<file path="src/rtl/seg7_scan_decoder.sv">
// seg7_scan_decoder
//   Drives N_DIGITS time-multiplexed 7-segment digits from one shared segment
//   bus. Digit values are written through a valid/ready port into a shadow
//   buffer. The shadow buffer is copied to the display buffer only at a frame
//   wrap, so one frame never shows a mix of old and new values.
//
// Ports
//   clock       rising-edge clock
//   reset       synchronous, active-high reset
//   wr_valid    write request
//   wr_ready    write can be accepted this cycle (low in the commit cycle)
//   wr_addr     target digit index (N_DIGITS-1 is most significant)
//   wr_data     digit value 0x0..0xF
//   mode        0 hex, 1 BCD (values >9 blank), 2 hex with leading-zero blanking, 3 off
//   seg         segments {g,f,e,d,c,b,a}
//   dig_en      one-hot digit enable
//   frame_tick  one-cycle pulse in the cycle after each frame wrap
module seg7_scan_decoder #(
  parameter int N_DIGITS   = 4,
  parameter int PRESCALE   = 1024,
  parameter int ACTIVE_LOW = 0,
  localparam int AW = (N_DIGITS > 1) ? $clog2(N_DIGITS) : 1
) (
  input  logic                clock,
  input  logic                reset,
  input  logic                wr_valid,
  output logic                wr_ready,
  input  logic [AW-1:0]       wr_addr,
  input  logic [3:0]          wr_data,
  input  logic [1:0]          mode,
  output logic [6:0]          seg,
  output logic [N_DIGITS-1:0] dig_en,
  output logic                frame_tick
);

  localparam int PW = $clog2(PRESCALE);

  localparam logic [PW-1:0]       PRE_LAST   = PW'(PRESCALE - 1);
  localparam logic [PW-1:0]       PRE_PENULT = PW'(PRESCALE - 2);
  localparam logic [PW-1:0]       PRE_ONE    = PW'(1);
  localparam logic [AW-1:0]       IDX_LAST   = AW'(N_DIGITS - 1);
  localparam logic [AW-1:0]       IDX_ONE    = AW'(1);
  localparam logic [6:0]          SEG_POL    = (ACTIVE_LOW != 0) ? 7'h7F : 7'h00;
  localparam logic [N_DIGITS-1:0] DIG_POL    = (ACTIVE_LOW != 0) ? {N_DIGITS{1'b1}} : {N_DIGITS{1'b0}};
  localparam logic [N_DIGITS-1:0] DIG_ONE    = N_DIGITS'(1);

  // Active-high hex decode, bit 0 = segment a.
  function automatic logic [6:0] hex_to_seg(input logic [3:0] value);
    logic [6:0] pattern;
    case (value)
      4'h0:    pattern = 7'h3F;
      4'h1:    pattern = 7'h06;
      4'h2:    pattern = 7'h5B;
      4'h3:    pattern = 7'h4F;
      4'h4:    pattern = 7'h66;
      4'h5:    pattern = 7'h6D;
      4'h6:    pattern = 7'h7D;
      4'h7:    pattern = 7'h07;
      4'h8:    pattern = 7'h7F;
      4'h9:    pattern = 7'h6F;
      4'hA:    pattern = 7'h77;
      4'hB:    pattern = 7'h7C;
      4'hC:    pattern = 7'h39;
      4'hD:    pattern = 7'h5E;
      4'hE:    pattern = 7'h79;
      4'hF:    pattern = 7'h71;
      default: pattern = 7'h00;
    endcase
    return pattern;
  endfunction

  logic [PW-1:0]       pre_r;
  logic [AW-1:0]       idx_r;
  logic [3:0]          shadow_r [N_DIGITS];
  logic [3:0]          disp_r   [N_DIGITS];
  logic                dirty_r;
  logic                wr_ready_r;
  logic                frame_tick_r;
  logic [6:0]          seg_r;
  logic [N_DIGITS-1:0] dig_en_r;

  logic                commit_s;
  logic                commit_next_s;
  logic                wr_fire_s;
  logic                addr_ok_s;
  logic [3:0]          cur_val_s;
  logic [6:0]          hex_seg_s;
  logic                zero_run_s;
  logic [N_DIGITS-1:0] lz_mask_s;
  logic [6:0]          seg_next_s;
  logic [N_DIGITS-1:0] dig_next_s;

  assign commit_s      = (pre_r == PRE_LAST) && (idx_r == IDX_LAST);
  // The prescaler only increments, so the commit cycle always follows PRESCALE-2
  // on the last digit; this lets wr_ready drop exactly in the commit cycle.
  assign commit_next_s = (pre_r == PRE_PENULT) && (idx_r == IDX_LAST);
  assign wr_fire_s     = wr_valid && wr_ready_r;
  assign addr_ok_s     = (32'(wr_addr) < N_DIGITS);

  // Leading-zero mask: bit i set when digit i and all more-significant digits are 0.
  always_comb begin
    zero_run_s = 1'b1;
    lz_mask_s  = {N_DIGITS{1'b0}};
    for (int i = N_DIGITS - 1; i >= 0; i--) begin
      zero_run_s   = zero_run_s && (disp_r[i] == 4'h0);
      lz_mask_s[i] = zero_run_s;
    end
    lz_mask_s[0] = 1'b0;
  end

  // Next segment/enable pattern for the digit currently being scanned.
  always_comb begin
    cur_val_s  = disp_r[idx_r];
    hex_seg_s  = hex_to_seg(cur_val_s);
    seg_next_s = 7'h00;
    dig_next_s = DIG_ONE << idx_r;
    case (mode)
      2'd0: seg_next_s = hex_seg_s;
      2'd1: begin
        if (cur_val_s > 4'd9) begin
          seg_next_s = 7'h00;
        end else begin
          seg_next_s = hex_seg_s;
        end
      end
      2'd2: begin
        if (lz_mask_s[idx_r]) begin
          seg_next_s = 7'h00;
        end else begin
          seg_next_s = hex_seg_s;
        end
      end
      2'd3: begin
        seg_next_s = 7'h00;
        dig_next_s = {N_DIGITS{1'b0}};
      end
      default: begin
        seg_next_s = 7'h00;
        dig_next_s = {N_DIGITS{1'b0}};
      end
    endcase
  end

  // Prescaler and scan index.
  always_ff @(posedge clock) begin
    if (reset) begin
      pre_r <= {PW{1'b0}};
      idx_r <= {AW{1'b0}};
    end else if (pre_r == PRE_LAST) begin
      pre_r <= {PW{1'b0}};
      if (idx_r == IDX_LAST) begin
        idx_r <= {AW{1'b0}};
      end else begin
        idx_r <= idx_r + IDX_ONE;
      end
    end else begin
      pre_r <= pre_r + PRE_ONE;
    end
  end

  // Shadow writes and frame-boundary commit into the display buffer.
  always_ff @(posedge clock) begin
    if (reset) begin
      for (int i = 0; i < N_DIGITS; i++) begin
        shadow_r[i] <= 4'h0;
        disp_r[i]   <= 4'h0;
      end
      dirty_r <= 1'b0;
    end else if (commit_s) begin
      if (dirty_r) begin
        disp_r  <= shadow_r;
        dirty_r <= 1'b0;
      end
    end else if (wr_fire_s && addr_ok_s) begin
      shadow_r[wr_addr] <= wr_data;
      dirty_r           <= 1'b1;
    end
  end

  // Handshake ready and frame pulse.
  always_ff @(posedge clock) begin
    if (reset) begin
      wr_ready_r   <= 1'b0;
      frame_tick_r <= 1'b0;
    end else begin
      wr_ready_r   <= !commit_next_s;
      frame_tick_r <= commit_s;
    end
  end

  // Output register with polarity applied last.
  always_ff @(posedge clock) begin
    if (reset) begin
      seg_r    <= SEG_POL;
      dig_en_r <= DIG_POL;
    end else begin
      seg_r    <= seg_next_s ^ SEG_POL;
      dig_en_r <= dig_next_s ^ DIG_POL;
    end
  end

  assign wr_ready   = wr_ready_r;
  assign frame_tick = frame_tick_r;
  assign seg        = seg_r;
  assign dig_en     = dig_en_r;

endmodule
</file>
<file path="config.mk">
export PLATFORM = sky130hd
export DESIGN_NAME = seg7_scan_decoder
export DESIGN_NICKNAME = d
export VERILOG_FILES = /design/src/rtl/seg7_scan_decoder.sv
export SDC_FILE = /design/constraint.sdc
export NUM_CORES = 1
export LEC_CHECK = 0
export BUFFER_PORTS_ARGS = -buffer_cell sky130_fd_sc_hd__buf_4
export CAP_MARGIN = 0
export CORE_MARGIN = 2
export CORE_UTILIZATION = 35
export DETAILED_ROUTE_END_ITERATION = 16
export GPL_TIMING_DRIVEN = 0
export PLACE_DENSITY = 0.53
export SYNTH_ARGS = -nofsm -noshare
export SYNTH_HDL_FRONTEND = slang
export SYNTH_SLANG_ARGS = --single-unit
</file>
<file path="constraint.sdc">
create_clock -name clock -period 4.5 [get_ports clock]
set_clock_uncertainty 0.1 [all_clocks]
set_input_delay 0.45 -clock clock [delete_from_list [all_inputs] [get_ports clock]]
set_output_delay 0.45 -clock clock [all_outputs]
set_load 0.05 [all_outputs]
</file>
==> load_flow_metrics.sql <==
INSERT INTO impl_metrics (metric_group, metric, value, unit) VALUES
('run_status', 'status', 'finished, final reports clean', ''),
('logic_synthesis', 'synth_warnings', '0', ''),
('detailed_routing', 'avgRoutedWirePerCell', '13.2', 'um'),
('power_and_ir_drop', 'cellLeakagePower', '1.25', 'nW'),
('hold_path', 'min_delay_path_depth', '3', ''),
('clocking', 'post-cts-setup-buffer-count', '0', ''),
('clocking', 'post_cts_hold_buffer_count', '0', ''),
('power_and_ir_drop', 'power.net_switching', '0.000259', 'W'),
('clocking', 'clk-insertion-delay-late', '0.33', 'ns'),
('grt', 'gr-total-overflow', '0', ''),
('finish', 'diodes', '0', ''),
('detailed_routing', 'totalWireLength', '5.22', 'mm'),
('critical_path', 'crit_end', 'seg[6]$_SDFF_PP0_', ''),
('detailed_routing', 'final_antenna_net_count', '0', ''),
('detailed_routing', 'drt_iter0_markers', '77', ''),
('run', 'timing.max_cap.violations', '0', ''),
('floorplanning', 'num_rows', '30', ''),
('critical_path', 'crit_fanout', '10', ''),
('grt', 'global_route_wire_length_before_repair', '8.96', 'mm'),
('clocking', 'tritoncts.num_buffers', '9', ''),
('power_and_ir_drop', 'p_seq_share', '44.1', '%'),
('sta', 'finalHoldViolCount', '0', ''),
('detailed_routing', 'drt_drc_violations_left', '0', ''),
('sta', 'report.final.slew_viol_count', '0', ''),
('placed_design', 'count_of_input_and_output_buffers', '22', ''),
('hold_path', 'timing.hold.worst.class', 'in -> reg', ''),
('finish', 'post_route_cells_drive_above_1_share', '20.0', '%'),
('sta', 'grt_setup_unrepaired', 'no', ''),
('floorplanning', 'dieHeight', '88.9', 'um'),
('critical_path', 'worst_path_max_delay_cell', 'sky130_fd_sc_hd__mux4_2', ''),
('logic_synthesis', 'post_synth_inst_count', '262', ''),
('sta', 'timing_worst_slew_pin_value', '0.536', 'ns'),
('power_and_ir_drop', 'power.ir.vdd_worst', '0.204', 'mV'),
('critical_path', 'worst_setup_path_end_kind', 'flip-flop', ''),
('power_and_ir_drop', 'clock_power_share', '49.9', '%'),
('placed_design', 'post-place-ws', '1.90', 'ns'),
('sta', 'setup_viol', '0', ''),
('logic_synthesis', 'number_of_library_cell_types_mapped_by_synthesis', '37', ''),
('sta', 'timing.final.crit_share', '56.8', '%'),
('floorplanning', 'initial_core_util', '36.8', '%'),
('sta', 'tightest_slew_margin_relative_to_the_limit', '64.3', '%'),
('grt', 'number_of_antenna_violations_at_the_first_check_in_global_routing', '0', ''),
('grt', 'grt_start_max_net_pins', '11', ''),
('detailed_routing', 'drt_first_pass_iters', '4', ''),
('finish', 'commonest_non_fill_non_tap_cell_in_the_layout', 'sky130_fd_sc_hd__dfxtp_1', ''),
('sta', 'finalCriticalPeriod', '2.56', 'ns'),
('finish', 'area_growth_syn_to_layout', '21.3', '%'),
('logic_synthesis', 'synth_area_per_cell', '9.64', 'um2'),
('logic_synthesis', 'synth_edf_count', '0', ''),
('critical_path', 'rr_endpoint', 'seg[6]$_SDFF_PP0_', ''),
('logic_synthesis', 'leading_register_cell_type_out_of_synthesis', 'sky130_fd_sc_hd__dfxtp_1', ''),
('critical_path', 'cp.required', '4.64', 'ns'),
('clocking', 'cts_tree', 'yes', ''),
('critical_path', 'setup.worst_path.start', 'idx_r[1]$_SDFFE_PP0P_', ''),
('critical_path', 'critPathKind', 'reg -> reg', ''),
('placed_design', 'gp_congestion', '0.735', ''),
('clocking', 'tritoncts_num_sinks', '58', ''),
('logic_synthesis', 'synth-seq-cells', '58', ''),
('placed_design', 'post-dp-hpwl', '3.78', 'mm'),
('sta', 'fin_tns_setup', '0', 'ns'),
('clocking', 'clock_tree.htree_level_count', '3', ''),
('sta', 'timing.final.ws_setup', '1.94', 'ns'),
('floorplanning', 'design.core.area', '6870', 'um2'),
('critical_path', 'setup.worst_path.start_class', 'flip-flop', ''),
('detailed_routing', 'via_count', '1885', ''),
('logic_synthesis', 'syn_nets', '283', ''),
('grt', 'via_count_of_the_first_global_routing_pass', '1754', ''),
('grt', 'groute.usage.overall', '14.9', '%'),
('critical_path', 'worst_reg2reg_startpoint', 'idx_r[1]$_SDFFE_PP0P_', ''),
('critical_path', 'worst_path_largest_cell_delay', '0.61', 'ns'),
('power_and_ir_drop', 'net_sw_share', '21.5', '%');
==> worst max-delay path, delay by kind of cell, from the launching register on <==
kind / cells / cell delay, ns
multiplexers: 1 / 0.61
AO/OA/AOI/OAI: 4 / 0.73
buffers and inverters: 2 / 0.42
flip-flops: 1 / 0.38
adder cells (fa/ha/maj): 1 / 0.23
==> Yosys cell counts, types with 3 or more instances <==
cell type,count,area [um2]
sky130_fd_sc_hd__dfxtp_1,58,1160
sky130_fd_sc_hd__nor2_1,36,135
sky130_fd_sc_hd__mux2i_1,21,210
sky130_fd_sc_hd__nand3_1,21,105
sky130_fd_sc_hd__nand2_1,20,75.1
sky130_fd_sc_hd__a21oi_1,19,95.1
sky130_fd_sc_hd__clkbuf_1,10,37.5
sky130_fd_sc_hd__ha_1,10,125
sky130_fd_sc_hd__buf_2,5,25.0
sky130_fd_sc_hd__inv_1,5,18.8
sky130_fd_sc_hd__xor2_1,5,43.8
sky130_fd_sc_hd__a221oi_2,4,60.1
sky130_fd_sc_hd__and4_1,4,35.0
sky130_fd_sc_hd__mux2_2,4,45.0
sky130_fd_sc_hd__mux4_2,4,90.1
sky130_fd_sc_hd__nand2b_1,3,18.8
sky130_fd_sc_hd__nand4_1,3,18.8
sky130_fd_sc_hd__nor3_1,3,15.0
==> sequential cells by signal, summed over array words and instances (netlist names) <==
register    flops
idx_r           2
frame_tick      1
pre_r          10
dig_en          4
shadow_r       16
dirty_r         1
wr_ready        1
seg             7
disp_r         16
==> power by group through the flow <==
stage	clock [W]	sequential (W)	combinational (W)
3_5_place_dp	0	0.000543	0.0000729
4_1_cts	0.000614	0.000531	0.0000729
5_1_grt	0.000640	0.000533	0.0000788
3_3_place_gp	0	0.000543	0.0000726
6_report	0.000602	0.000531	0.0000722
2_1_floorplan	0	0.000561	0.0000284
==> final cells by class <==
type                       count  area [um2]
fill                         689        3810
multi-input combinational    183        1270
sequential                    58        1160
timing repair buffer          22         165
clock buffer                  11         151
tap                           96         120
clock inverter                 5         100
buffer                        16        70.1
inverter                       5        18.8
==> logic make-up (layout without fill, tap and decap cells) <==
group                      after synthesis  after routing  synth area share (%)
AOI/OAI and AO/OA                       36             36                  10.6
buffers and inverters                   21             59                  3.52
xor gates and xnor gates                 6              6                  2.08
muxes                                   29             29                  13.7
DFF                                     58             58                  46.0
and+or+nand+nor                        102            102                  19.2
adders and majority gates               10             10                  4.96
==> layer usage <==
metal / GRT usage [%] / wire (um) / vias to the layer above / part of all wire (%)
li1: - / - / 988 / -
met4: 4.48 / 26 / 0 / 0.50
met5: 0 / 0 / - / 0
met3: 5.82 / 292 / 2 / 5.6
met1: 20.2 / 2660 / 853 / 51
met2: 22.1 / 2240 / 42 / 43
==> per-stage QoR <==
stage | cells | instance area (um2) | hold WS, ns | power, W | util (%)
6_report | 396 | 3060 | 0.279 | 0.00120 | 44.6
5_1_grt | 396 | 3060 | 0.275 | 0.00125 | 44.6
3_3_place_gp | 380 | 2810 | 0.352 | 0.000615 | 40.9
4_1_cts | 396 | 3060 | 0.270 | 0.00122 | 44.6
2_1_floorplan | 262 | 2520 | 0.333 | 0.000589 | -
3_5_place_dp | 380 | 2810 | 0.356 | 0.000616 | 40.9
==> worst min path at each step <==
| stage | start | end |
|---|---|---|
| 3_5_place_dp | disp_r[15]$_SDFFE_PP0P_ | disp_r[15]$_SDFFE_PP0P_ |
| 3_3_place_gp | disp_r[14]$_SDFFE_PP0P_ | disp_r[14]$_SDFFE_PP0P_ |
| 4_1_cts | wr_data[1] | shadow_r[5]$_SDFFE_PP0P_ |
| 2_1_floorplan | disp_r[12]$_SDFFE_PP0P_ | disp_r[12]$_SDFFE_PP0P_ |
| 5_1_grt | wr_data[0] | shadow_r[4]$_SDFFE_PP0P_ |
| 6_report | wr_data[2] | shadow_r[14]$_SDFFE_PP0P_ |
(Power assumes the default switching activity.)
